## config.mk

```make
export PLATFORM = sky130hd
export DESIGN_NAME = instruction_fetch_unit
export DESIGN_NICKNAME = d
export VERILOG_FILES = /design/src/rtl/instruction_fetch_unit_pkg.sv /design/src/rtl/fetch_buffer.sv /design/src/rtl/instruction_fetch_unit.sv
export SDC_FILE = /design/constraint.sdc
export NUM_CORES = 1
export LEC_CHECK = 0
export ABC_AREA = 0
export CAP_MARGIN = 20
export CORE_UTILIZATION = 45
export CTS_CLUSTER_DIAMETER = 50
export DETAILED_ROUTE_END_ITERATION = 8
export PLACE_DENSITY = 0.68
export SLEW_MARGIN = 40
export SYNTH_ARGS = -nofsm -noshare
export SYNTH_HDL_FRONTEND = slang
export SYNTH_SLANG_ARGS = --single-unit
```

## constraint.sdc

```tcl
create_clock -name clock -period 8.21 [get_ports clock]
set_clock_uncertainty 0.05 [all_clocks]
set_input_delay 1.642 -clock clock [delete_from_list [all_inputs] [get_ports clock]]
set_output_delay 1.642 -clock clock [all_outputs]
set_load 0.02 [all_outputs]
```

## src/rtl/instruction_fetch_unit_pkg.sv

```systemverilog
// Shared constants and types for the instruction fetch front end.
package instruction_fetch_unit_pkg;

  localparam logic [31:0] NOP_INSTR           = 32'h0000_0013;
  localparam logic [31:0] RESET_PC_DEFAULT    = 32'h0000_0000;
  localparam int unsigned FETCH_DEPTH_DEFAULT = 2;

  typedef struct packed {
    logic [31:0] pc;
    logic [31:0] instr;
  } fetch_entry_t;

endpackage

```

## src/rtl/fetch_buffer.sv

```systemverilog
// Two-entry synchronous FIFO with flush; push and pop may occur in the same cycle.
module fetch_buffer #(
  parameter int unsigned WIDTH = 64
) (
  input  logic             clock,
  input  logic             resetN,
  input  logic             i_push,
  input  logic [WIDTH-1:0] i_data,
  input  logic             i_pop,
  input  logic             i_flush,
  output logic [1:0]       o_count,
  output logic [WIDTH-1:0] o_head
);

  logic [WIDTH-1:0] r_mem [2];
  logic             r_rd_ptr;
  logic             r_wr_ptr;
  logic [1:0]       r_count;
  logic             w_do_pop;
  logic             w_do_push;

  assign w_do_pop  = i_pop && (r_count != 2'd0);
  // A full FIFO still accepts a push when the head leaves in the same cycle.
  assign w_do_push = i_push && ((r_count != 2'd2) || w_do_pop);

  always_ff @(posedge clock or negedge resetN) begin
    if (!resetN) begin
      r_rd_ptr <= 1'b0;
      r_wr_ptr <= 1'b0;
      r_count  <= 2'd0;
      r_mem[0] <= '0;
      r_mem[1] <= '0;
    end else if (i_flush) begin
      r_rd_ptr <= 1'b0;
      r_wr_ptr <= 1'b0;
      r_count  <= 2'd0;
    end else begin
      if (w_do_push) begin
        r_mem[r_wr_ptr] <= i_data;
        r_wr_ptr        <= ~r_wr_ptr;
      end
      if (w_do_pop) begin
        r_rd_ptr <= ~r_rd_ptr;
      end
      r_count <= r_count + {1'b0, w_do_push} - {1'b0, w_do_pop};
    end
  end

  assign o_count = r_count;
  assign o_head  = r_mem[r_rd_ptr];

endmodule

```

## src/rtl/instruction_fetch_unit.sv

```systemverilog
// Fetch stage: owns the PC, issues ready/valid word fetches, buffers returns and drives IF/ID.
module instruction_fetch_unit
  import instruction_fetch_unit_pkg::*;
#(
  parameter logic [31:0] RESET_PC    = RESET_PC_DEFAULT,
  parameter int unsigned FETCH_DEPTH = FETCH_DEPTH_DEFAULT
) (
  input  logic        clock,
  input  logic        resetN,
  output logic        imemReq,
  output logic [31:0] imemAddr,
  input  logic        imemReady,
  input  logic        imemRspValid,
  input  logic [31:0] imemRspData,
  input  logic        redirectValid,
  input  logic [31:0] redirectTarget,
  input  logic        stallDecode,
  output logic        ifidValid,
  output logic [31:0] ifidInstruction,
  output logic [31:0] ifidPc,
  output logic [31:0] ifidPcPlus4
);

  logic        r_run;
  logic [31:0] r_fetch_pc;
  logic [1:0]  r_in_flight;
  logic [1:0]  r_drop_count;
  logic        r_ifid_valid;
  logic [31:0] r_ifid_instr;
  logic [31:0] r_ifid_pc;

  logic [31:0]  w_fetch_pc_d;
  logic [1:0]   w_in_flight_d;
  logic [1:0]   w_drop_count_d;
  logic         w_ifid_valid_d;
  logic [31:0]  w_ifid_instr_d;
  logic [31:0]  w_ifid_pc_d;
  logic [2:0]   w_occupancy;
  logic         w_issue;
  logic         w_rsp_ret;
  logic         w_rsp_live;
  logic         w_bypass;
  logic         w_buf_push;
  logic         w_buf_pop;
  logic [1:0]   w_buf_count;
  logic [1:0]   w_pcq_count;
  logic [31:0]  w_pcq_head;
  fetch_entry_t w_buf_head;
  fetch_entry_t w_rsp_entry;

  assign w_occupancy = {1'b0, r_in_flight} + {1'b0, w_buf_count};
  assign imemReq     = r_run && !redirectValid && (32'(w_occupancy) < FETCH_DEPTH);
  assign imemAddr    = {r_fetch_pc[31:2], 2'b00};
  assign w_issue     = imemReq && imemReady;
  assign w_rsp_ret   = imemRspValid && (r_in_flight != 2'd0);
  assign w_rsp_live  = imemRspValid && (r_drop_count == 2'd0) && !redirectValid;
  assign w_bypass    = w_rsp_live && (w_buf_count == 2'd0) && !stallDecode;
  assign w_buf_push  = w_rsp_live && !w_bypass;
  assign w_buf_pop   = !redirectValid && !stallDecode && (w_buf_count != 2'd0);
  assign w_rsp_entry = '{pc: w_pcq_head, instr: imemRspData};

  fetch_buffer #(
    .WIDTH($bits(fetch_entry_t))
  ) u_instr_buf (
    .clock  (clock),
    .resetN (resetN),
    .i_push (w_buf_push),
    .i_data (w_rsp_entry),
    .i_pop  (w_buf_pop),
    .i_flush(redirectValid),
    .o_count(w_buf_count),
    .o_head (w_buf_head)
  );

  // Outstanding PCs pair each in-order response with its address; dropped ones still pop.
  fetch_buffer #(
    .WIDTH(32)
  ) u_pc_queue (
    .clock  (clock),
    .resetN (resetN),
    .i_push (w_issue),
    .i_data (r_fetch_pc),
    .i_pop  (imemRspValid && (w_pcq_count != 2'd0)),
    .i_flush(1'b0),
    .o_count(w_pcq_count),
    .o_head (w_pcq_head)
  );

  always_comb begin
    w_fetch_pc_d   = r_fetch_pc;
    w_in_flight_d  = r_in_flight + {1'b0, w_issue} - {1'b0, w_rsp_ret};
    w_drop_count_d = r_drop_count;
    w_ifid_valid_d = r_ifid_valid;
    w_ifid_instr_d = r_ifid_instr;
    w_ifid_pc_d    = r_ifid_pc;

    if (redirectValid) begin
      w_fetch_pc_d   = redirectTarget & 32'hFFFF_FFFC;
      w_drop_count_d = r_in_flight - {1'b0, w_rsp_ret};
      w_ifid_valid_d = 1'b0;
      w_ifid_instr_d = NOP_INSTR;
    end else begin
      if (w_issue) begin
        w_fetch_pc_d = r_fetch_pc + 32'd4;
      end
      if (imemRspValid && (r_drop_count != 2'd0)) begin
        w_drop_count_d = r_drop_count - 2'd1;
      end
      if (!stallDecode) begin
        if (w_buf_count != 2'd0) begin
          w_ifid_valid_d = 1'b1;
          w_ifid_instr_d = w_buf_head.instr;
          w_ifid_pc_d    = w_buf_head.pc;
        end else if (w_bypass) begin
          w_ifid_valid_d = 1'b1;
          w_ifid_instr_d = imemRspData;
          w_ifid_pc_d    = w_pcq_head;
        end else begin
          w_ifid_valid_d = 1'b0;
          w_ifid_instr_d = NOP_INSTR;
        end
      end
    end
  end

  always_ff @(posedge clock or negedge resetN) begin
    if (!resetN) begin
      r_run        <= 1'b0;
      r_fetch_pc   <= RESET_PC;
      r_in_flight  <= 2'd0;
      r_drop_count <= 2'd0;
      r_ifid_valid <= 1'b0;
      r_ifid_instr <= NOP_INSTR;
      r_ifid_pc    <= 32'd0;
    end else begin
      r_run        <= 1'b1;
      r_fetch_pc   <= w_fetch_pc_d;
      r_in_flight  <= w_in_flight_d;
      r_drop_count <= w_drop_count_d;
      r_ifid_valid <= w_ifid_valid_d;
      r_ifid_instr <= w_ifid_instr_d;
      r_ifid_pc    <= w_ifid_pc_d;
    end
  end

  assign ifidValid       = r_ifid_valid;
  assign ifidInstruction = r_ifid_instr;
  assign ifidPc          = r_ifid_pc;
  assign ifidPcPlus4     = r_ifid_pc + 32'd4;

endmodule

```

==> results of run 1 <==
-- cell families after synthesis --
logic type	Yosys count	synth area share, %
xor+xnor	41	2.66
flops	290	53.7
fa+ha+maj	11	1.07
compound gates	219	10.3
other cells	2	0.0555
mux	217	17.5
simple gates	329	11.1
buf+inv	103	3.66
-- area by class of cell --
class	count	area, um2	share of cell area (%)
inverter	22	82.6	0.487
tap	390	488	2.88
multi-input combinational	824	5830	34.3
sequential	290	7270	42.8
timing repair buffer	207	2150	12.7
clock inverter	13	181	1.07
clock buffer	47	971	5.72
-- sequential cells by signal, indices dropped and copies added (netlist names) --
| register | count |
|---|---|
| r_drop_count | 2 |
| u_pc_queue.r_rd_ptr | 1 |
| u_pc_queue.o_count | 2 |
| ifidValid | 1 |
| u_instr_buf.o_count | 2 |
| ifidInstruction | 32 |
| u_pc_queue.r_mem | 60 |
| u_instr_buf.r_wr_ptr | 1 |
| u_pc_queue.r_wr_ptr | 1 |
| r_fetch_pc | 30 |
| u_instr_buf.r_rd_ptr | 1 |
| r_in_flight | 2 |
| u_instr_buf.r_mem | 124 |
| ifidPc | 30 |
| r_run | 1 |
-- metrics by stage --
step | hold slack [ns] | utilization, % | cell area [um2] | instances
after floorplan | 0.394 | - | 13500 | 1217
after global placement | 0.405 | 52.8 | 15700 | 1728
after detailed placement | 0.414 | 53.2 | 15800 | 1732
after CTS | 0.427 | 57.1 | 16900 | 1792
after global routing | 0.440 | 57.2 | 17000 | 1793
final | 0.423 | 57.2 | 17000 | 1793
-- power by group through the flow --
stage          combinational [mW]  clock (mW)  sequential [mW]
6_report                     1.89        1.54             2.32
5_1_grt                      2.07        1.63             2.39
4_1_cts                      1.90        1.57             2.31
3_5_place_dp                 1.89           0             2.34
3_3_place_gp                 1.84           0             2.30
2_1_floorplan                1.14           0             2.32
-- cells in the final DEF, fill, tap and decap left out, types with 7 or more instances in the layout --
master           instances
a21oi_1                 68
a221o_1                 33
and3_1                  11
buf_4                   10
clkbuf_1                 7
clkbuf_16               35
clkdlybuf4s50_1        189
conb_1                   7
dfrtp_1                285
ha_1                    10
inv_1                   22
mux2_1                  22
mux2_2                 132
mux2i_1                 63
nand2_1                120
nand3_1                 30
nand4_1                 18
nor2_1                 111
o211ai_1                12
o21ai_0                 76
o311ai_0                10
xnor2_1                 29
xor2_1                  12
-- worst paths after layout --
kind                       cells past startpoint                            endpoint  slack [ns]
min in group asynchronous                      1  u_instr_buf.r_mem[109]$_DFFE_PN0P_        1.04
setup / recovery                               7                     ifidPcPlus4[30]        3.51
setup reg to reg                              10     u_pc_queue.r_mem[7]$_DFFE_PN0P_        4.99
max in group asynchronous                      3    u_instr_buf.r_rd_ptr$_DFFE_PN0P_        5.78
hold / removal                                 2   u_instr_buf.r_mem[39]$_DFFE_PN0P_        0.42
hold reg to reg                                2   u_instr_buf.r_mem[39]$_DFFE_PN0P_        0.42
-- tightest hold or removal path, delay by kind of cell, from the launching register on --
kind | cells | cell delay, ns
flip-flops | 1 | 0.34
AND/OR/NAND/NOR | 1 | 0.05
AO/OA/AOI/OAI | 1 | 0.06
-- cells in the mapped netlist, types with 22 or more instances --
master / number
mux2_2: 132
nor2_1: 112
o21ai_0: 76
a21oi_1: 68
mux2_1: 22
clkbuf_1: 39
inv_1: 22
nand2_1: 122
dfrtp_1: 287
mux2i_1: 63
nand3_1: 30
a221o_1: 33
xnor2_1: 29
-- layer usage --
metal,GRT usage [%],up-vias,share of wire [%],routed length [um]
met5,0,-,0,0
met4,5.07,0,1.6,501
met1,31.4,4772,48,15100
met3,3.12,37,5.0,1550
met2,32.1,256,45,14100
li1,-,4627,-,-
==> results.md, run 1 <==
- Post-route DRC: 0
- Total CTS buffers: 34
- Core region area: 0.0296 mm2
- Drt via density: 5.41
- Initial DRC count: 639
- CP max stage cell: clkdlybuf4s50_1
- Pre-CTS setup slack: 3.46 ns
- Crit Path Class: reg2out
- Vias in the first global route: 9535
- Count of cell types in the netlist: 53
- Final Net Count: 1460
- Hold Startpoint: u_instr_buf.r_mem[39]$_DFFE_PN0P_
- Crit start category: flop
- Clk buf depth: 3
- First-pass GRT wire length: 52000 um
- Final setup vio count: 0
- Hold Violations, Final: 0
- Synth top area share: 53.1%
- CP Buf/Inv Count: 1
- GR Util All Layers: 21.0%
- Root Buffer: clkbuf_16
- Pwr Density: 338 mW/mm2
- Initial antenna violation count: 0
- Ys async rst share: 100%
- DRT Wirelength: 31200 um
- Max Slew Vio Count: 0
- Status: finished clean
- Minimum clock period: 4.70 ns
- PortBufs: 191
- Tcrit/Tclk final: 57.2%
- Ports: 200
- RSZ-0062 raised after global routing: no
- Comb pwr share: 32.9%
- Synth area leader: dfrtp_1
- PnR Total Power: 5.74 mW
- Avg WL per Cell: 17.4 um
- Clock share of power: 26.8%
- Post_cts resized: 0
- Layout cells sized above 1: 16.0%
- First-pass iteration count of the detailed router: 5
- Crit path capture type: primary output
- Sw Share: 33.4%
- Post-Syn Instances: 1212
- Total number of vias: 9692
- Critical Path Max Stage Delay: 0.62 ns
- CTS tree: yes
- Setup WS post-layout: 3.51 ns
- DP HPWL: 20400 um
- Cell class contributing the biggest share of worst-path delay: simple AND/OR/NAND/NOR gates
- Proportion of power drawn by flip-flops and latches: 40.3%
- Clock transition at path regs: 0.06 ns
- Worst-path fanout max: 6
- FP Rows: 63
- Synth top area cells: dfrtp_1 (53%), mux2_2 (11%), mux2i_1 (4.7%), nand2_1 (3.4%), nor2_1 (3.1%)
- Routability cong.: 0.766
- Worst skew pair latency: 0.50 ns
- Die W: 175 um
- Number of flops mapped to enable cells by yosys: 0
- Fill cells: 2552
- Critical path, cell by cell: ha_1 -> and4_1 -> and2_1 -> nand4_1 -> nor3_1 -> xor2_1 -> clkdlybuf4s50_1
- VDD IR-drop max: 154 uV
- Netlist Area Pre-Place: 0.0135 mm2
- Ys flop type: dfrtp_1
- Worst Setup SP: ifidPc[2]$_DFFE_PN0P_
- Warnings from Yosys: 0
- Reg-to-reg critical path startpoint: u_instr_buf.o_count[0]$_DFF_PN0_
- Max-Cap Viols: 0
- Largest net degree at the start of global routing: 159
- NetSw: 1.92 mW
- Layout area overhead: 25.5%
- Die height: 175 um
- Register area share after synthesis: 53.7%
- Arrival @ worst endpoint: 3.01 ns
- Routed Antenna Nets: 0
- # diodes: 0
- Pleak: 7.45 nW
- Syn Area/Cell: 11.2 um2
- Die area: 0.0308 mm2
- Clock Sinks: 290
- Hold Crit Class: reg2reg
- Max_slew headroom: 48.3%
- Starting Density: 45.6%
- Synthesized flop and latch total: 290
- CP Data Required Time: 6.52 ns
- H-tree levels: 2
- Fmax: 213 MHz
- Post-CTS Setup Inserts: 0
- Cts hold-fix bufs: 0
- Total grt overflow: 0
- Internal cell power: 3.82 mW
- Actual slew at the worst max-slew pin: 0.776 ns
- Sum of negative setup slack: 0 ns
(Power assumes the default switching activity.)
==> run 2, diff against run 1 <==
Settings changed: PLACE_DENSITY 0.68 to 0.71.
Clock period 8.21 ns to 4.3 ns, I/O delays scaled along.
==> results.md, run 2 (synthesized netlist as in run 1, its figures left out) <==
- Levels on crit path: 7
- Max-Cap Viols: 0
- Max_slew headroom: 47.9%
- Largest Register: u_instr_buf.r_mem
- Layout cells sized above 1: 15.9%
- Initial antenna violation count: 0
- Final setup vio count: 0
- R2R Setup Slk: 1.11 ns
- Crit start category: flop
- Crit path capture type: primary output
- Number of flip-flops in the largest register: 124
- Die height: 175 um
- # diodes: 0
- Reg-to-reg critical path startpoint: u_instr_buf.o_count[0]$_DFF_PN0_
- Pleak: 7.47 nW
- VDD IR-drop max: 285 uV
- Avg WL per Cell: 17.3 um
- Clock transition at path regs: 0.06 ns
- CP Data Required Time: 3.39 ns
- Crit Path Class: reg2out
- PortBufs: 191
- Die W: 175 um
- CTS tree: yes
- Post_cts resized: 0
- Total grt overflow: 0
- CP Buf/Inv Count: 1
- Max Slew Vio Count: 0
- R2R depth: 9
- Total number of vias: 9774
- DP HPWL: 20200 um
- First-pass GRT wire length: 51500 um
- Clk buf depth: 3
- Hold Violations, Final: 0
- Sum of negative setup slack: 0 ns
- Final Net Count: 1463
- RSZ-0062 raised after global routing: no
- Crit path capture: ifidPcPlus4[30]
- First-pass iteration count of the detailed router: 5
- Vias in the first global route: 9649
- Critical path, cell by cell: ha_1 -> and4_1 -> and2_1 -> nand4_1 -> nor3_1 -> xor2_1 -> clkdlybuf4s50_1
- Status: finished clean
- Fmax: 256 MHz
- Worst Setup SP: ifidPc[2]$_DFFE_PN0P_
- Worst-path fanout max: 6
- Clock Sinks: 290
- Cts hold-fix bufs: 0
- Drt via density: 5.44
- PnR Total Power: 11.0 mW
- Most common cell after layout, fill and taps aside: dfrtp_1
- Largest net degree at the start of global routing: 111
- Initial DRC count: 671
- Tcrit/Tclk final: 91.0%
- Routed Antenna Nets: 0
- CP max stage cell: clkdlybuf4s50_1
- Ports: 200
- Root Buffer: clkbuf_16
- Reg-to-reg endpoint: u_pc_queue.r_mem[7]$_DFFE_PN0P_
- Die area: 0.0308 mm2
- Arrival @ worst endpoint: 3.00 ns
- Post-CTS Setup Inserts: 0
- Critical Path Max Stage Delay: 0.61 ns
- Core region area: 0.0296 mm2
- Cell class contributing the biggest share of worst-path delay: simple AND/OR/NAND/NOR gates
- Actual slew at the worst max-slew pin: 0.782 ns
- GR Util All Layers: 20.8%
- Minimum clock period: 3.91 ns
- H-tree levels: 2
- Total CTS buffers: 35
- FP Rows: 63
- Commonest cells after routing, fill and taps aside: dfrtp_1 (286), clkdlybuf4s50_1 (189), mux2_2 (132), nand2_1 (121), nor2_1 (110)
- Worst skew pair latency: 0.51 ns
- DRT Wirelength: 31100 um
- Pwr Density: 651 mW/mm2
- Routability cong.: 0.809
- Hold Crit Class: in2async
- Post-route DRC: 0
- Layout area overhead: 25.4%
- Final core utilization: 57.2%
- Starting Density: 45.6%
run 2: changes by cell type in the layout (fill, tap and decap cells not counted), sizes merged:
cell	change
bufinv	+1
buf	+2
inv	-1
clkbuf	+3
clkinv	+2
clkinvlp	-2
run 2: layout make-up:
cell class,count,area (um2)
Clock buffer,50,993
Clock inverter,13,216
Fill cell,2533,12700
Inverter,22,82.6
Multi-Input combinational cell,824,5820
Sequential cell,290,7260
Tap cell,390,488
Timing Repair Buffer,209,2100
run 2: metrics by stage:
stage	instances	setup slack, ns	hold slack, ns	instance area (um2)
2_1_floorplan	1217	1.36	0.394	13500
4_1_cts	1797	0.327	0.409	16900
3_5_place_dp	1734	0.861	0.418	15700
5_1_grt	1798	0.228	0.244	17000
3_3_place_gp	1734	0.887	0.405	15700
6_report	1798	0.386	0.237	17000
run 2: power breakdown:
group          internal (mW)  switching [mW]  total [mW]  leakage (nW)
clock                   1.92            1.12        3.04         0.590
combinational           1.80            1.80        3.60          3.16
sequential              3.66           0.753        4.41          3.71
run 2: worst min path at each step:
stage	startpoint	to	slack, ns	cells past startpoint
finish	resetN	u_pc_queue.r_mem[15]$_DFFE_PN0P_	0.24	1
global route	resetN	u_pc_queue.r_mem[15]$_DFFE_PN0P_	0.24	1
CTS	resetN	u_instr_buf.r_mem[43]$_DFFE_PN0P_	0.41	1
detailed placement	u_instr_buf.r_mem[61]$_DFFE_PN0P_	u_instr_buf.r_mem[61]$_DFFE_PN0P_	0.42	2
global placement	u_instr_buf.r_mem[52]$_DFFE_PN0P_	u_instr_buf.r_mem[52]$_DFFE_PN0P_	0.40	2
floorplan	u_instr_buf.r_mem[0]$_DFFE_PN0P_	u_instr_buf.r_mem[0]$_DFFE_PN0P_	0.39	2
run 2: metal layers:
layer  routed length (um)  GRT usage (%)
met5                    0              0
met4                  457           4.71
met3                 1460           3.03
met2                14200           32.2
met1                14900           30.8
